`config.mk`:
```
export PLATFORM = sky130hd
export DESIGN_NAME = mpsoc_axi4_mem2axi_master_flat
export DESIGN_NICKNAME = d
export VERILOG_FILES = /design/src/rtl/mpsoc_axi4_mem2axi_master_if.sv /design/src/rtl/mpsoc_axi4_mem2axi_master.sv /design/src/flat_wrapper.sv
export SDC_FILE = /design/constraint.sdc
export NUM_CORES = 1
export LEC_CHECK = 0
export ABC_AREA = 0
export ABC_CLOCK_PERIOD_IN_PS = 1500
export CAP_MARGIN = 20
export CORE_AREA = 2 2 155 157
export CTS_CLUSTER_SIZE = 14
export DETAILED_ROUTE_END_ITERATION = 12
export DIE_AREA = 0 0 157 159
export HOLD_SLACK_MARGIN = 0.15
export SETUP_SLACK_MARGIN = 0.05
export SKIP_LAST_GASP = 1
export SYNTH_ARGS = -nofsm -noshare
export SYNTH_HDL_FRONTEND = slang
export SYNTH_SLANG_ARGS = --single-unit
```
`constraint.sdc`:
```
create_clock -name clk_i -period 1.5 [get_ports clk_i]
set_clock_uncertainty 0.15 [all_clocks]
set_input_delay 0.3 -clock clk_i [delete_from_list [all_inputs] [get_ports clk_i]]
set_output_delay 0.3 -clock clk_i [all_outputs]
set_load 0.005 [all_outputs]
```
`src/rtl/mpsoc_axi4_mem2axi_master_if.sv`:
```
// AXI4 channel bundle between the mem2axi initiator and its slave.
// The master modport drives AW/W/AR payloads and the B/R ready signals.
interface mpsoc_axi4_mem2axi_master_if #(
  parameter int AXI_ID_WIDTH   = 10,
  parameter int AXI_ADDR_WIDTH = 32,
  parameter int AXI_DATA_WIDTH = 32,
  parameter int AXI_STRB_WIDTH = 4,
  parameter int AXI_USER_WIDTH = 10
) ();
  logic [AXI_ID_WIDTH-1:0]   aw_id;
  logic [AXI_ADDR_WIDTH-1:0] aw_addr;
  logic [7:0]                aw_len;
  logic [2:0]                aw_size;
  logic [1:0]                aw_burst;
  logic                      aw_lock;
  logic [3:0]                aw_cache;
  logic [2:0]                aw_prot;
  logic [3:0]                aw_qos;
  logic [3:0]                aw_region;
  logic [AXI_USER_WIDTH-1:0] aw_user;
  logic                      aw_valid;
  logic                      aw_ready;

  logic [AXI_DATA_WIDTH-1:0] w_data;
  logic [AXI_STRB_WIDTH-1:0] w_strb;
  logic                      w_last;
  logic [AXI_USER_WIDTH-1:0] w_user;
  logic                      w_valid;
  logic                      w_ready;

  logic [AXI_ID_WIDTH-1:0]   b_id;
  logic [1:0]                b_resp;
  logic [AXI_USER_WIDTH-1:0] b_user;
  logic                      b_valid;
  logic                      b_ready;

  logic [AXI_ID_WIDTH-1:0]   ar_id;
  logic [AXI_ADDR_WIDTH-1:0] ar_addr;
  logic [7:0]                ar_len;
  logic [2:0]                ar_size;
  logic [1:0]                ar_burst;
  logic                      ar_lock;
  logic [3:0]                ar_cache;
  logic [2:0]                ar_prot;
  logic [3:0]                ar_qos;
  logic [3:0]                ar_region;
  logic [AXI_USER_WIDTH-1:0] ar_user;
  logic                      ar_valid;
  logic                      ar_ready;

  logic [AXI_ID_WIDTH-1:0]   r_id;
  logic [AXI_DATA_WIDTH-1:0] r_data;
  logic [1:0]                r_resp;
  logic                      r_last;
  logic [AXI_USER_WIDTH-1:0] r_user;
  logic                      r_valid;
  logic                      r_ready;

  modport master (
    output aw_id, aw_addr, aw_len, aw_size, aw_burst, aw_lock, aw_cache, aw_prot,
           aw_qos, aw_region, aw_user, aw_valid,
    input  aw_ready,
    output w_data, w_strb, w_last, w_user, w_valid,
    input  w_ready,
    input  b_id, b_resp, b_user, b_valid,
    output b_ready,
    output ar_id, ar_addr, ar_len, ar_size, ar_burst, ar_lock, ar_cache, ar_prot,
           ar_qos, ar_region, ar_user, ar_valid,
    input  ar_ready,
    input  r_id, r_data, r_resp, r_last, r_user, r_valid,
    output r_ready
  );

  modport slave (
    input  aw_id, aw_addr, aw_len, aw_size, aw_burst, aw_lock, aw_cache, aw_prot,
           aw_qos, aw_region, aw_user, aw_valid,
    output aw_ready,
    input  w_data, w_strb, w_last, w_user, w_valid,
    output w_ready,
    output b_id, b_resp, b_user, b_valid,
    input  b_ready,
    input  ar_id, ar_addr, ar_len, ar_size, ar_burst, ar_lock, ar_cache, ar_prot,
           ar_qos, ar_region, ar_user, ar_valid,
    output ar_ready,
    output r_id, r_data, r_resp, r_last, r_user, r_valid,
    input  r_ready
  );
endinterface

```
`src/rtl/mpsoc_axi4_mem2axi_master.sv`:
```
// Single-outstanding bridge from a req/gnt memory port to single-beat AXI4
// reads and writes; completion is signalled by a one-cycle ack_o pulse.
module mpsoc_axi4_mem2axi_master #(
  parameter int AXI_ID_WIDTH   = 10,
  parameter int AXI_ADDR_WIDTH = 32,
  parameter int AXI_DATA_WIDTH = 32,
  parameter int AXI_STRB_WIDTH = 4,
  parameter int AXI_USER_WIDTH = 10,
  parameter logic [AXI_ID_WIDTH-1:0] TXN_ID = '0
) (
  input  logic                      clk_i,
  input  logic                      rst_i,
  input  logic                      req_i,
  input  logic                      we_i,
  input  logic [AXI_ADDR_WIDTH-1:0] addr_i,
  input  logic [AXI_STRB_WIDTH-1:0] be_i,
  input  logic [AXI_DATA_WIDTH-1:0] data_i,
  output logic                      gnt_o,
  output logic                      ack_o,
  output logic [AXI_DATA_WIDTH-1:0] data_o,
  output logic                      err_o,
  mpsoc_axi4_mem2axi_master_if.master axi
);
  localparam logic [2:0] AXI_SIZE = 3'($clog2(AXI_STRB_WIDTH));

  typedef enum logic [2:0] {IDLE, WRITE, WRESP, RADDR, RDATA} state_t;

  state_t                    state_q;
  logic [AXI_ADDR_WIDTH-1:0] addr_q;
  logic [AXI_STRB_WIDTH-1:0] be_q;
  logic [AXI_DATA_WIDTH-1:0] wdata_q;
  logic [AXI_DATA_WIDTH-1:0] rdata_q;
  logic aw_valid_q, w_valid_q, ar_valid_q, b_ready_q, r_ready_q;
  logic aw_done_q, w_done_q, ack_q, err_q;
  logic aw_hs, w_hs, ar_hs, b_hs, r_hs, aw_done_d, w_done_d;

  assign aw_hs     = aw_valid_q & axi.aw_ready;
  assign w_hs      = w_valid_q & axi.w_ready;
  assign ar_hs     = ar_valid_q & axi.ar_ready;
  assign b_hs      = b_ready_q & axi.b_valid;
  assign r_hs      = r_ready_q & axi.r_valid;
  // Done flags include the current handshake so WRITE exits the same cycle the later one lands.
  assign aw_done_d = aw_done_q | aw_hs;
  assign w_done_d  = w_done_q | w_hs;

  always_ff @(posedge clk_i) begin
    if (rst_i) begin
      state_q    <= IDLE;
      addr_q     <= '0;
      be_q       <= '0;
      wdata_q    <= '0;
      rdata_q    <= '0;
      aw_valid_q <= 1'b0;
      w_valid_q  <= 1'b0;
      ar_valid_q <= 1'b0;
      b_ready_q  <= 1'b0;
      r_ready_q  <= 1'b0;
      aw_done_q  <= 1'b0;
      w_done_q   <= 1'b0;
      ack_q      <= 1'b0;
      err_q      <= 1'b0;
    end else begin
      ack_q <= 1'b0;
      err_q <= 1'b0;
      case (state_q)
        IDLE: begin
          if (req_i) begin
            addr_q    <= addr_i;
            be_q      <= be_i;
            wdata_q   <= data_i;
            aw_done_q <= 1'b0;
            w_done_q  <= 1'b0;
            if (we_i) begin
              aw_valid_q <= 1'b1;
              w_valid_q  <= 1'b1;
              state_q    <= WRITE;
            end else begin
              ar_valid_q <= 1'b1;
              state_q    <= RADDR;
            end
          end
        end
        WRITE: begin
          if (aw_hs) aw_valid_q <= 1'b0;
          if (w_hs) w_valid_q <= 1'b0;
          aw_done_q <= aw_done_d;
          w_done_q  <= w_done_d;
          if (aw_done_d && w_done_d) begin
            b_ready_q <= 1'b1;
            state_q   <= WRESP;
          end
        end
        WRESP: begin
          if (b_hs) begin
            b_ready_q <= 1'b0;
            ack_q     <= 1'b1;
            err_q     <= axi.b_resp[1];
            state_q   <= IDLE;
          end
        end
        RADDR: begin
          if (ar_hs) begin
            ar_valid_q <= 1'b0;
            r_ready_q  <= 1'b1;
            state_q    <= RDATA;
          end
        end
        RDATA: begin
          if (r_hs) begin
            r_ready_q <= 1'b0;
            rdata_q   <= axi.r_data;
            ack_q     <= 1'b1;
            err_q     <= axi.r_resp[1] | ~axi.r_last;
            state_q   <= IDLE;
          end
        end
        default: state_q <= IDLE;
      endcase
    end
  end

  assign gnt_o  = (state_q == IDLE);
  assign ack_o  = ack_q;
  assign err_o  = err_q;
  assign data_o = rdata_q;

  assign axi.aw_id     = TXN_ID;
  assign axi.aw_addr   = addr_q;
  assign axi.aw_len    = 8'd0;
  assign axi.aw_size   = AXI_SIZE;
  assign axi.aw_burst  = 2'b01;
  assign axi.aw_lock   = 1'b0;
  assign axi.aw_cache  = 4'b0011;
  assign axi.aw_prot   = 3'b000;
  assign axi.aw_qos    = 4'd0;
  assign axi.aw_region = 4'd0;
  assign axi.aw_user   = '0;
  assign axi.aw_valid  = aw_valid_q;

  assign axi.w_data  = wdata_q;
  assign axi.w_strb  = be_q;
  assign axi.w_last  = 1'b1;
  assign axi.w_user  = '0;
  assign axi.w_valid = w_valid_q;

  assign axi.b_ready = b_ready_q;

  assign axi.ar_id     = TXN_ID;
  assign axi.ar_addr   = addr_q;
  assign axi.ar_len    = 8'd0;
  assign axi.ar_size   = AXI_SIZE;
  assign axi.ar_burst  = 2'b01;
  assign axi.ar_lock   = 1'b0;
  assign axi.ar_cache  = 4'b0011;
  assign axi.ar_prot   = 3'b000;
  assign axi.ar_qos    = 4'd0;
  assign axi.ar_region = 4'd0;
  assign axi.ar_user   = '0;
  assign axi.ar_valid  = ar_valid_q;

  assign axi.r_ready = r_ready_q;

  // Returned IDs/users are irrelevant with a single transaction in flight.
  logic unused_rsp;
  assign unused_rsp = ^{axi.b_id, axi.b_user, axi.b_resp[0], axi.r_id, axi.r_user,
                        axi.r_resp[0]};
endmodule

```
`src/flat_wrapper.sv`:
```
// flat-port wrapper written by rule: the top's interface ports become plain ports
module mpsoc_axi4_mem2axi_master_flat 
#(
  parameter int AXI_ID_WIDTH   = 10,
  parameter int AXI_ADDR_WIDTH = 32,
  parameter int AXI_DATA_WIDTH = 32,
  parameter int AXI_STRB_WIDTH = 4,
  parameter int AXI_USER_WIDTH = 10,
  parameter logic [AXI_ID_WIDTH-1:0] TXN_ID = '0
)
  (clk_i, rst_i, req_i, we_i, addr_i, be_i, data_i, gnt_o, ack_o, data_o, err_o, axi_aw_id, axi_aw_addr, axi_aw_len, axi_aw_size, axi_aw_burst, axi_aw_lock, axi_aw_cache, axi_aw_prot, axi_aw_qos, axi_aw_region, axi_aw_user, axi_aw_valid, axi_aw_ready, axi_w_data, axi_w_strb, axi_w_last, axi_w_user, axi_w_valid, axi_w_ready, axi_b_id, axi_b_resp, axi_b_user, axi_b_valid, axi_b_ready, axi_ar_id, axi_ar_addr, axi_ar_len, axi_ar_size, axi_ar_burst, axi_ar_lock, axi_ar_cache, axi_ar_prot, axi_ar_qos, axi_ar_region, axi_ar_user, axi_ar_valid, axi_ar_ready, axi_r_id, axi_r_data, axi_r_resp, axi_r_last, axi_r_user, axi_r_valid, axi_r_ready);
  mpsoc_axi4_mem2axi_master_if #(.AXI_ID_WIDTH(AXI_ID_WIDTH), .AXI_ADDR_WIDTH(AXI_ADDR_WIDTH), .AXI_DATA_WIDTH(AXI_DATA_WIDTH), .AXI_STRB_WIDTH(AXI_STRB_WIDTH), .AXI_USER_WIDTH(AXI_USER_WIDTH)) axi_i ();
  input  logic clk_i;
  input  logic rst_i;
  input  logic req_i;
  input  logic we_i;
  input  logic [AXI_ADDR_WIDTH-1:0] addr_i;
  input  logic [AXI_STRB_WIDTH-1:0] be_i;
  input  logic [AXI_DATA_WIDTH-1:0] data_i;
  output logic gnt_o;
  output logic ack_o;
  output logic [AXI_DATA_WIDTH-1:0] data_o;
  output logic err_o;
  output wire logic [$bits(axi_i.aw_id)-1:0] axi_aw_id;
  output wire logic [$bits(axi_i.aw_addr)-1:0] axi_aw_addr;
  output wire logic [$bits(axi_i.aw_len)-1:0] axi_aw_len;
  output wire logic [$bits(axi_i.aw_size)-1:0] axi_aw_size;
  output wire logic [$bits(axi_i.aw_burst)-1:0] axi_aw_burst;
  output wire logic [$bits(axi_i.aw_lock)-1:0] axi_aw_lock;
  output wire logic [$bits(axi_i.aw_cache)-1:0] axi_aw_cache;
  output wire logic [$bits(axi_i.aw_prot)-1:0] axi_aw_prot;
  output wire logic [$bits(axi_i.aw_qos)-1:0] axi_aw_qos;
  output wire logic [$bits(axi_i.aw_region)-1:0] axi_aw_region;
  output wire logic [$bits(axi_i.aw_user)-1:0] axi_aw_user;
  output wire logic [$bits(axi_i.aw_valid)-1:0] axi_aw_valid;
  input wire logic [$bits(axi_i.aw_ready)-1:0] axi_aw_ready;
  output wire logic [$bits(axi_i.w_data)-1:0] axi_w_data;
  output wire logic [$bits(axi_i.w_strb)-1:0] axi_w_strb;
  output wire logic [$bits(axi_i.w_last)-1:0] axi_w_last;
  output wire logic [$bits(axi_i.w_user)-1:0] axi_w_user;
  output wire logic [$bits(axi_i.w_valid)-1:0] axi_w_valid;
  input wire logic [$bits(axi_i.w_ready)-1:0] axi_w_ready;
  input wire logic [$bits(axi_i.b_id)-1:0] axi_b_id;
  input wire logic [$bits(axi_i.b_resp)-1:0] axi_b_resp;
  input wire logic [$bits(axi_i.b_user)-1:0] axi_b_user;
  input wire logic [$bits(axi_i.b_valid)-1:0] axi_b_valid;
  output wire logic [$bits(axi_i.b_ready)-1:0] axi_b_ready;
  output wire logic [$bits(axi_i.ar_id)-1:0] axi_ar_id;
  output wire logic [$bits(axi_i.ar_addr)-1:0] axi_ar_addr;
  output wire logic [$bits(axi_i.ar_len)-1:0] axi_ar_len;
  output wire logic [$bits(axi_i.ar_size)-1:0] axi_ar_size;
  output wire logic [$bits(axi_i.ar_burst)-1:0] axi_ar_burst;
  output wire logic [$bits(axi_i.ar_lock)-1:0] axi_ar_lock;
  output wire logic [$bits(axi_i.ar_cache)-1:0] axi_ar_cache;
  output wire logic [$bits(axi_i.ar_prot)-1:0] axi_ar_prot;
  output wire logic [$bits(axi_i.ar_qos)-1:0] axi_ar_qos;
  output wire logic [$bits(axi_i.ar_region)-1:0] axi_ar_region;
  output wire logic [$bits(axi_i.ar_user)-1:0] axi_ar_user;
  output wire logic [$bits(axi_i.ar_valid)-1:0] axi_ar_valid;
  input wire logic [$bits(axi_i.ar_ready)-1:0] axi_ar_ready;
  input wire logic [$bits(axi_i.r_id)-1:0] axi_r_id;
  input wire logic [$bits(axi_i.r_data)-1:0] axi_r_data;
  input wire logic [$bits(axi_i.r_resp)-1:0] axi_r_resp;
  input wire logic [$bits(axi_i.r_last)-1:0] axi_r_last;
  input wire logic [$bits(axi_i.r_user)-1:0] axi_r_user;
  input wire logic [$bits(axi_i.r_valid)-1:0] axi_r_valid;
  output wire logic [$bits(axi_i.r_ready)-1:0] axi_r_ready;
  assign axi_aw_id = axi_i.aw_id;
  assign axi_aw_addr = axi_i.aw_addr;
  assign axi_aw_len = axi_i.aw_len;
  assign axi_aw_size = axi_i.aw_size;
  assign axi_aw_burst = axi_i.aw_burst;
  assign axi_aw_lock = axi_i.aw_lock;
  assign axi_aw_cache = axi_i.aw_cache;
  assign axi_aw_prot = axi_i.aw_prot;
  assign axi_aw_qos = axi_i.aw_qos;
  assign axi_aw_region = axi_i.aw_region;
  assign axi_aw_user = axi_i.aw_user;
  assign axi_aw_valid = axi_i.aw_valid;
  assign axi_i.aw_ready = axi_aw_ready;
  assign axi_w_data = axi_i.w_data;
  assign axi_w_strb = axi_i.w_strb;
  assign axi_w_last = axi_i.w_last;
  assign axi_w_user = axi_i.w_user;
  assign axi_w_valid = axi_i.w_valid;
  assign axi_i.w_ready = axi_w_ready;
  assign axi_i.b_id = axi_b_id;
  assign axi_i.b_resp = axi_b_resp;
  assign axi_i.b_user = axi_b_user;
  assign axi_i.b_valid = axi_b_valid;
  assign axi_b_ready = axi_i.b_ready;
  assign axi_ar_id = axi_i.ar_id;
  assign axi_ar_addr = axi_i.ar_addr;
  assign axi_ar_len = axi_i.ar_len;
  assign axi_ar_size = axi_i.ar_size;
  assign axi_ar_burst = axi_i.ar_burst;
  assign axi_ar_lock = axi_i.ar_lock;
  assign axi_ar_cache = axi_i.ar_cache;
  assign axi_ar_prot = axi_i.ar_prot;
  assign axi_ar_qos = axi_i.ar_qos;
  assign axi_ar_region = axi_i.ar_region;
  assign axi_ar_user = axi_i.ar_user;
  assign axi_ar_valid = axi_i.ar_valid;
  assign axi_i.ar_ready = axi_ar_ready;
  assign axi_i.r_id = axi_r_id;
  assign axi_i.r_data = axi_r_data;
  assign axi_i.r_resp = axi_r_resp;
  assign axi_i.r_last = axi_r_last;
  assign axi_i.r_user = axi_r_user;
  assign axi_i.r_valid = axi_r_valid;
  assign axi_r_ready = axi_i.r_ready;
  mpsoc_axi4_mem2axi_master #(.AXI_ID_WIDTH(AXI_ID_WIDTH), .AXI_ADDR_WIDTH(AXI_ADDR_WIDTH), .AXI_DATA_WIDTH(AXI_DATA_WIDTH), .AXI_STRB_WIDTH(AXI_STRB_WIDTH), .AXI_USER_WIDTH(AXI_USER_WIDTH), .TXN_ID(TXN_ID)) u_core (.clk_i(clk_i), .rst_i(rst_i), .req_i(req_i), .we_i(we_i), .addr_i(addr_i), .be_i(be_i), .data_i(data_i), .gnt_o(gnt_o), .ack_o(ack_o), .data_o(data_o), .err_o(err_o), .axi(axi_i));
endmodule
```
==> reports/metrics.csv <==
metric;value;unit
via_count;4882;
routedWlPerCell;14.7;um
grt_antenna_before_repair;0;
grt_max_degree;73;
ys_types;31;
path_cells;buf_6 -> nor4b_4 -> buf_6 -> buf_4 -> clkbuf_16 -> nand2_1 -> a21oi_1;
power_leakage;3.91;nW
slew_viol_final;0;
diodes;0;
max_slew_margin;0.666;
critPathMostFrequentCell;buf_6;
yosys_warnings;0;
hold_violations;0;
hold_class;flop to flop;
initialDrtViolationCount;236;
io_buffers;251;
path_buf_inv;4;
fin_crit_sh;1.06;
clk_pin_slew;0.08;ns
syn-cell-area;5110;um^2
drc;0;
syn_inst;652;
cts_num_sinks;112;
crit_path_max_fanout;11;
outcome;complete, but fails checks;
die-area;25000;um^2
whs_path_depth;2;
ys_seq_area_frac;0.439;
detailed_place_hpwl;11200;um
stdcell_area;8570;um^2
drive_gt1_frac;0.243;
violations;setup timing;
nFillCells;2431;
synthToLayoutAreaGrowth;67.9;%
dr.pass1.iters;5;
cp.depth;7;
cp_slowest_cell;dfxtp_2;
cpPeakStageDelay;0.34;ns
dpl.cell_count;1178;
start_util;0.220;
rsz0062_at_grt;yes;
finalSetupViolCount;79;
worst-setup-path-type;flop to flop;
period_minus_slack;1.59;ns
register_area;2320;um^2
cts_buffers;9;
die_height;159;um
die_width;157;um
synthArstFlopShare;0;
drt-vias-per-instance;3.92;
irDropWorstVdd;0.495;mV
synthFlopType;dfxtp_1;
multi_input_area;2260;um^2
gr-usage-all-layers;0.129;
nets;1074;
design.core.area;23200;um^2
wl;18300;um
cp-end-kind;flop;
cts-htree-levels;3;
ys_ff_latch;112;
cp_data_arrival_time;1.73;ns
insertion_delay;0.35;ns
worst_slew_pin_slew;0.501;ns
startpoint_type;flop;
root_buffer;clkbuf_16;
pwr_density_cell;888;nW/um^2
worstRegToRegCells;7;
placedInstanceArea;7430;um^2
cap_violations;0;
fin_cells;1244;
syn_avg_cell_area;7.83;um^2
ff2ff_setup_slack;-0.09;ns
cp_top_family;buffers and inverters;
cp.required;1.63;ns
grt_pass1_vias;4365;
design.portCount;403;
std_cell_rows;56;
routabilityCongestion;0.696;
fmax;628;MHz
fin_ws;-0.0928;ns
cts_buffer_depth;2;
gr-total-overflow;0;
synth-edff-count;0;
grt_pass1_wl;24800;um
cts_tree;built;
ant_nets;0;
-- registers in the layout, summed over array words and instances (netlist names) --
name	cells
u_core.ack_o	1
u_core.aw_done_q	1
u_core.axi.ar_addr	32
u_core.axi.ar_valid	1
u_core.axi.aw_valid	1
u_core.axi.b_ready	1
u_core.axi.r_ready	1
u_core.axi.w_data	32
u_core.axi.w_strb	4
u_core.axi.w_valid	1
u_core.data_o	32
u_core.err_o	1
u_core.state_q	3
u_core.w_done_q	1
-- where the power goes --
part	internal (mW)	switching (mW)	total (mW)
clock network	1.34	1.26	2.60
logic	0.983	0.813	1.80
registers	3.14	0.0822	3.22
total	5.45	2.16	7.61
-- layout make-up --
class | instances | share of cell area
Multi-Input combinational cell | 468 | 0.264
Clock inverter | 7 | 0.0102
Timing Repair Buffer | 327 | 0.381
Inverter | 2 | 0.000876
Sequential cell | 112 | 0.271
Tap cell | 319 | 0.0466
Clock buffer | 9 | 0.0263
-- per-stage QoR --
step	power, mW	TNS, ns	utilization	worst slack, ns	hold WS [ns]
final	7.61	-2.90	0.370	-0.0928	0.300
after global routing	8.03	-12.08	0.370	-0.168	0.306
after detailed placement	4.71	-29.33	0.320	-0.372	0.296
after global placement	4.70	-28.74	0.320	-0.359	0.291
after CTS	7.46	-7.14	0.352	-0.140	0.300
after floorplan	4.06	0	-	0.0535	0.286
-- cells in the mapped netlist, types with 3 or more instances --
cell      instances  area [um^2]
nor2_1            8         30.0
buf_2            11         55.1
o21ai_0           3         15.0
dfxtp_1         112         2240
buf_4           142         1070
nand3_1           4         20.0
a21oi_1         108          541
buf_6             5         56.3
clkbuf_1         19         71.3
nand2_1         211          792
nand4_1           3         18.8
nor3_1            3         15.0
-- cells by family after synthesis --
kind of cell / count (synthesis) / share of synthesized area
DFF: 112 / 0.439
and+or+nand+nor: 238 / 0.189
buffers and inverters: 179 / 0.246
other: 2 / 0.00147
AOI/OAI and AO/OA: 121 / 0.124
-- placed cells by master, fill, tap and decap left out, types with 4 or more instances in the layout --
master / instances
dfxtp_4: 4
nand2_1: 187
clkdlybuf4s50_1: 109
conb_1: 109
dfxtp_2: 52
clkinv_4: 4
nand2_4: 14
dlygate4sd2_1: 106
nor2_1: 7
buf_6: 17
dfxtp_1: 56
nand2_2: 9
clkbuf_16: 17
buf_8: 5
nand3_1: 4
a21oi_2: 23
buf_12: 7
clkbuf_2: 17
a21oi_1: 85
buf_4: 37
clkdlybuf4s15_1: 12
-- path summary, 6_finish.rpt --
kind	startpoint	to
hold / removal	u_core.axi.w_data[26]$_SDFFE_PP0P_	u_core.axi.w_data[26]$_SDFFE_PP0P_
hold reg to reg	u_core.axi.w_data[26]$_SDFFE_PP0P_	u_core.axi.w_data[26]$_SDFFE_PP0P_
setup reg to reg	u_core.state_q[1]$_SDFFE_PP0P_	u_core.data_o[11]$_SDFFE_PP0P_
setup / recovery	u_core.state_q[1]$_SDFFE_PP0P_	u_core.data_o[11]$_SDFFE_PP0P_
-- routing by layer --
metal | vias to the layer above | GRT usage | part of all wire
li1 | 2386 | - | -
met3 | 15 | 0.0422 | 0.076
met4 | 0 | 0.0309 | 0.011
met5 | - | 0 | 0
met2 | 224 | 0.233 | 0.51
met1 | 2257 | 0.146 | 0.41
-- worst reg2reg max path, delay by kind of cell, from the launching register on --
family	cells	cell delay (ns)
simple gates	2	0.34
compound gates	1	0.11
flops	1	0.34
buf+inv	4	0.59
-- timing repair --
item / 4_1_cts / 5_1_grt
hold buffers: 1 / 0
gates cloned: 7 / 11
endpoints found under the setup margin: 233 / 146
pin swaps: 6 / 30
setup buffers: 29 / 5
endpoints found under the hold margin: 4 / 0
gates resized for setup: 240 / 125
(Power assumes the default switching activity.)
